[src/rtl/irq_seq_pkg.sv]
// Shared core package: MIE bit indices, interrupt sequencer state encoding,
// machine-interrupt cause codes and mtvec mode encodings.
package irq_seq_pkg;

  // MIE / MIP bit positions for the machine-level interrupt sources
  localparam int MIE_MSIE = 3;
  localparam int MIE_MTIE = 7;
  localparam int MIE_MEIE = 11;

  // Interrupt sequencer states
  typedef enum logic [1:0] {
    ST_IDLE    = 2'd0,
    ST_HOLD    = 2'd1,
    ST_TRAP    = 2'd2,
    ST_HANDLER = 2'd3
  } irq_state_e;

  // Machine interrupt cause codes (low bits of mcause)
  localparam logic [3:0] CAUSE_EXT  = 4'd11;
  localparam logic [3:0] CAUSE_SOFT = 4'd3;
  localparam logic [3:0] CAUSE_TMR  = 4'd7;

  // mtvec[1:0] mode field
  localparam logic [1:0] MTVEC_MODE_DIRECT   = 2'b00;
  localparam logic [1:0] MTVEC_MODE_VECTORED = 2'b01;

  // Base address of the trap vector table (mode bits stripped)
  function automatic logic [31:0] trap_base(input logic [31:0] mtvec);
    return {mtvec[31:2], 2'b00};
  endfunction

endpackage

[src/rtl/irq_seq_prio_enc.sv]
// Fixed-priority encoder for the three machine interrupt sources:
// external > software > timer.
module irq_prio_enc
  import irq_seq_pkg::*;
(
  input  logic       ext_req,
  input  logic       soft_req,
  input  logic       tmr_req,
  output logic [3:0] code,
  output logic       valid
);

  // Pick the highest-priority active request
  always_comb begin
    code  = 4'd0;
    valid = 1'b0;
    if (ext_req) begin
      code  = CAUSE_EXT;
      valid = 1'b1;
    end else if (soft_req) begin
      code  = CAUSE_SOFT;
      valid = 1'b1;
    end else if (tmr_req) begin
      code  = CAUSE_TMR;
      valid = 1'b1;
    end
  end

endmodule

[src/rtl/irq_seq.sv]
// Interrupt entry sequencer: holds fetch while the pipeline drains, then
// issues a single-cycle trap (flush, redirect, CSR write, ack) and tracks
// handler residency until MRET.
// Optional feature macro: IRQ_SEQ_VECTORED_EN enables vectored mtvec mode.
module irq_seq
  import irq_seq_pkg::*;
#(
  parameter int DRAIN_MAX = 32
) (
  input  logic        clk,
  input  logic        reset_n,
  input  logic        extern_irq_taken,
  input  logic        soft_irq_taken,
  input  logic        timer_irq_taken,
  input  logic        pipe_idle,
  input  logic [31:0] commit_pc,
  input  logic [31:0] mtvec,
  input  logic        is_mret,
  output logic        irq_ack,
  output logic        stall_fetch,
  output logic        flush,
  output logic        redirect_valid,
  output logic [31:0] redirect_pc,
  output logic        csr_trap_we,
  output logic [31:0] csr_mcause,
  output logic [31:0] csr_mepc,
  output logic        in_handler,
  output logic        drain_timeout
);

  localparam logic [7:0] DRAIN_MAX_C = 8'(DRAIN_MAX);

  irq_state_e state_q, state_d;
  logic [3:0] code_q,  code_d;
  logic [7:0] drain_q, drain_d;

  logic [3:0] enc_code;
  logic       enc_valid;

  irq_prio_enc u_prio_enc (
    .ext_req  (extern_irq_taken),
    .soft_req (soft_irq_taken),
    .tmr_req  (timer_irq_taken),
    .code     (enc_code),
    .valid    (enc_valid)
  );

  // State, latched cause and drain counter registers
  always_ff @(posedge clk or negedge reset_n) begin
    if (!reset_n) begin
      state_q <= ST_IDLE;
      code_q  <= 4'd0;
      drain_q <= 8'd0;
    end else begin
      state_q <= state_d;
      code_q  <= code_d;
      drain_q <= drain_d;
    end
  end

  // Next-state logic; the drain counter holds the number of HOLD cycles
  // including the current one, so entry into HOLD loads 1
  always_comb begin
    state_d = state_q;
    code_d  = code_q;
    drain_d = 8'd0;
    case (state_q)
      ST_IDLE: begin
        if (enc_valid) begin
          state_d = ST_HOLD;
          code_d  = enc_code;
          drain_d = 8'd1;
        end
      end
      ST_HOLD: begin
        if (!enc_valid) begin
          state_d = ST_IDLE;
        end else begin
          code_d = enc_code;
          if (pipe_idle) begin
            state_d = ST_TRAP;
          end else if (drain_q != DRAIN_MAX_C) begin
            drain_d = drain_q + 8'd1;
          end else begin
            drain_d = drain_q;
          end
        end
      end
      ST_TRAP: begin
        state_d = ST_HANDLER;
      end
      ST_HANDLER: begin
        // MRET wins over a simultaneous nested request
        if (is_mret) begin
          state_d = ST_IDLE;
        end else if (enc_valid) begin
          state_d = ST_HOLD;
          code_d  = enc_code;
          drain_d = 8'd1;
        end
      end
      default: begin
        state_d = ST_IDLE;
      end
    endcase
  end

  logic [31:0] trap_target;

`ifdef IRQ_SEQ_VECTORED_EN
  // Vectored mode offsets the base by 4 * cause; any other mode is direct
  always_comb begin
    trap_target = trap_base(mtvec);
    if (mtvec[1:0] == MTVEC_MODE_VECTORED) begin
      trap_target = trap_base(mtvec) + {26'd0, code_q, 2'b00};
    end
  end
`else
  logic unused_mtvec_mode;
  assign unused_mtvec_mode = ^mtvec[1:0];

  // Direct mode only: mtvec mode bits are ignored
  always_comb begin
    trap_target = trap_base(mtvec);
  end
`endif

  // Outputs are decoded from the current state so reset clears them at once
  always_comb begin
    irq_ack        = 1'b0;
    stall_fetch    = 1'b0;
    flush          = 1'b0;
    redirect_valid = 1'b0;
    redirect_pc    = 32'd0;
    csr_trap_we    = 1'b0;
    csr_mcause     = 32'd0;
    csr_mepc       = 32'd0;
    in_handler     = 1'b0;
    drain_timeout  = 1'b0;
    case (state_q)
      ST_HOLD: begin
        stall_fetch   = 1'b1;
        drain_timeout = (drain_q == DRAIN_MAX_C);
      end
      ST_TRAP: begin
        stall_fetch    = 1'b1;
        irq_ack        = 1'b1;
        flush          = 1'b1;
        redirect_valid = 1'b1;
        redirect_pc    = trap_target;
        csr_trap_we    = 1'b1;
        csr_mcause     = {1'b1, 27'd0, code_q};
        csr_mepc       = commit_pc;
      end
      ST_HANDLER: begin
        in_handler = 1'b1;
      end
      default: begin
      end
    endcase
  end

endmodule

[config.mk]
export PLATFORM = sky130hd
export DESIGN_NAME = irq_seq
export DESIGN_NICKNAME = d
export VERILOG_FILES = /design/src/rtl/irq_seq_pkg.sv /design/src/rtl/irq_seq_prio_enc.sv /design/src/rtl/irq_seq.sv
export SDC_FILE = /design/constraint.sdc
export NUM_CORES = 1
export LEC_CHECK = 0
export ABC_AREA = 1
export BUFFER_PORTS_ARGS = -buffer_cell sky130_fd_sc_hd__buf_2
export CORE_MARGIN = 4
export CORE_UTILIZATION = 34
export CTS_BUF_LIST = sky130_fd_sc_hd__clkbuf_8
export DETAILED_ROUTE_END_ITERATION = 8
export PLACE_DENSITY = 0.9
export SLEW_MARGIN = 20
export SYNTH_ARGS = -nofsm -noshare
export SYNTH_HDL_FRONTEND = slang
export SYNTH_HIERARCHICAL = 1
export SYNTH_SLANG_ARGS = --single-unit
[constraint.sdc]
create_clock -name clk -period 1.3 [get_ports clk]
set_input_delay 0.065 -clock clk [delete_from_list [all_inputs] [get_ports clk]]
set_output_delay 0.065 -clock clk [all_outputs]
set_load 0.03 [all_outputs]
==> results.yml <==
pwr:
  irDropWorstVdd_mv: 1.432
  power_density_nw_per_um2: 1686
  total_power_mw: 6.323
  p_leak_nw: 2.463
place:
  portBuffers: 142
  place_area_um2: 2440
  post-dp-hpwl_um: 4284
  place.gp.congestion: 0.8141
worst_hold_path:
  whs_path_depth: 3
  hold_path_class: "input pin to register"
  hold_start: "extern_irq_taken"
  whs_endpoint: "code_q[3]"
clocking:
  root_buffer: "clkbuf_8"
  cts_buffer_depth: 2
  cts.sinks: 14
  cts_buffers: 3
  clk_pin_slew_ns: 0.06
  clock_latency_ns: 0.25
  h-tree-depth: 1
  cts_tree: "done"
finish:
  drive_gt1_share_pct: 71.28
  final_cell_area_um2: 3751
  n_antenna_cell: 0
  area_growth_pct: 116.0
  most-common-layout-cells: "buf_6, inv_2, buf_2, nand2_1, nand2_4"
  num-fill-cells: 280
  fin_util_pct: 77.37
  final_common_cell: "buf_6"
  nets: 555
setup_path:
  rr_endpoint: "drain_q[0]"
  crit_fanout: 6
  arrival_ns: 1.56
  rr_worst_depth: 10
  startpoint_type: "register"
  regToRegStartpoint: "state_q[1]"
  critPathRequiredTime_ns: 1.24
  r2r_slack_ns: -0.26
  crit_path_end_kind: "primary output"
  criticalPathCategory: "register to primary output"
detailed_routing:
  drt_wl_total_um: 9279
  drt-initial-drc-count: 84
  postRouteAntennaNets: 0
  wire_per_inst_um: 17.06
  avgViaCountPerCell: 4.548
  drt-pass1-iter-count: 4
  vias: 2474
  route.detailed.drc: 0
timing:
  setup_tns_ns: -21.33
  hold_ws_ns: 0.08791
  setup_viol: 87
  grt_setup_unrepaired: "yes"
  fin_crit_sh_pct: 125.0
  skew_ns: 0.002123
  layout_setup_ws_ns: -0.3255
  fmax_mhz: 615.2
  slew_viol_final: 0
  finalCriticalPeriod_ns: 1.625
  finalHoldViolCount: 0
die:
  fp.dieW_um: 79.47
  start_util_pct: 35.82
  dieArea_um2: 6315
  core_um2: 4848
  rows: 25
  die-height_um: 79.47
  ios: 174
global_routing:
  antenna_found_initial: 0
  grt_max_degree: 27
  overflow: 0
  grt_pass1_wl_um: 9315
  grt_pass1_vias: 2150
  grt_use_total_pct: 18.04
synth:
  postSynthAreaPerCell_um2: 5.602
  post_synth_num_cell_types: 17
  ys_warn_count: 6
  yosysSeqAreaShare_pct: 20.17
  syn-cell-area_um2: 1737
  netlist_instances: 310
  synth_seq_cells: 14
status:
  failed_checks: "negative setup slack"
  status: "complete, but fails checks"
run:
  max_cap_violations: 0
cell families (layout without fill, tap and decap cells):
kind of cell	Yosys count	after routing	share of synthesized area, %
buffers and inverters	138	277	38.54
adders and majority gates	6	6	4.323
other	1	29	0.2159
DFF	14	14	20.17
and+or+nand+nor	142	142	33.36
AOI/OAI and AO/OA	6	6	1.873
xor gates and xnor gates	3	3	1.513
where the power goes:
| group | internal, mW | leakage (nW) | switching [mW] |
|---|---|---|---|
| clock | 0.269 | 0.0288 | 0.172 |
| combinational | 2.27 | 2.25 | 2.95 |
| sequential | 0.548 | 0.182 | 0.115 |
flip-flops by register name, summed over array words and instances, names as in the netlist:
name	count
code_q	4
drain_q	8
state_q	2
synthesized netlist by cell type:
cell        n  area, µm²
buf_2       4      20.02
buf_4      39      292.8
clkbuf_1    1      3.750
conb_1      1      3.750
dfrtp_1    14      350.3
ha_1        6      75.07
inv_1      92      345.3
inv_2       2      7.510
nand2_1   107      401.6
nand2_2     2      12.51
nand3_1    11      55.05
nor2_1     17      63.81
nor2_2      2      12.51
nor2_4      3      33.78
o211ai_1    1      7.510
o21ai_0     5      25.02
xor2_1      3      26.28
worst max-delay path, cell delays in order, from the launching register on:
cell and delay, ns:
dfrtp_1 0.43, inv_2 0.12, ha_4 0.17, buf_8 0.15
clkbuf_16 0.18, nand2_4 0.05, inv_2 0.07, buf_6 0.14
layout make-up:
type                    count  area [µm²]  share of cell area (%)
well taps                  67       83.83                   2.235
flip-flops and latches     14       350.3                   9.340
clock buffers               4       55.05                   1.468
multi-input cells         186        1225                   32.65
inverters                  94       365.4                   9.740
repair buffers            179        1672                   44.56
timing repair:
item | 4_1_cts | 5_1_grt
endpoints found under the setup margin | 85 | 88
pin swaps | 3 | 17
hold buffers | 1 | 0
cloned | 1 | 9
gates resized for setup | 138 | 146
endpoints found under the hold margin | 14 | 0
buffers inserted | 8 | 13
metrics by stage:
step / worst slack [ns] / cells
after detailed placement: -0.07396 / 510
final: -0.3255 / 544
after global routing: -0.3809 / 544
after CTS: -0.2050 / 524
after floorplan: -0.09009 / 338
after global placement: -0.008212 / 510
per-layer routing:
layer | up-vias | track usage (%) | routed length [µm]
li1 | 1123 | - | -
met3 | 38 | 3.047 | 629
met1 | 1148 | 19.12 | 3131
met5 | - | 0 | 0
met2 | 165 | 34.72 | 5083
met4 | 0 | 7.216 | 435
worst max path at each step:
stage / startpoint / end / slack, ns
6_report: state_q[0] / csr_mepc[10] / -0.33
5_1_grt: state_q[0] / csr_mepc[10] / -0.38
4_1_cts: state_q[0] / csr_mcause[0] / -0.20
3_5_place_dp: state_q[1] / code_q[0] / -0.07
3_3_place_gp: state_q[0] / code_q[1] / -0.008
2_1_floorplan: state_q[0] / code_q[0] / -0.09
No activity file was read; power rests on OpenSTA's default activity.
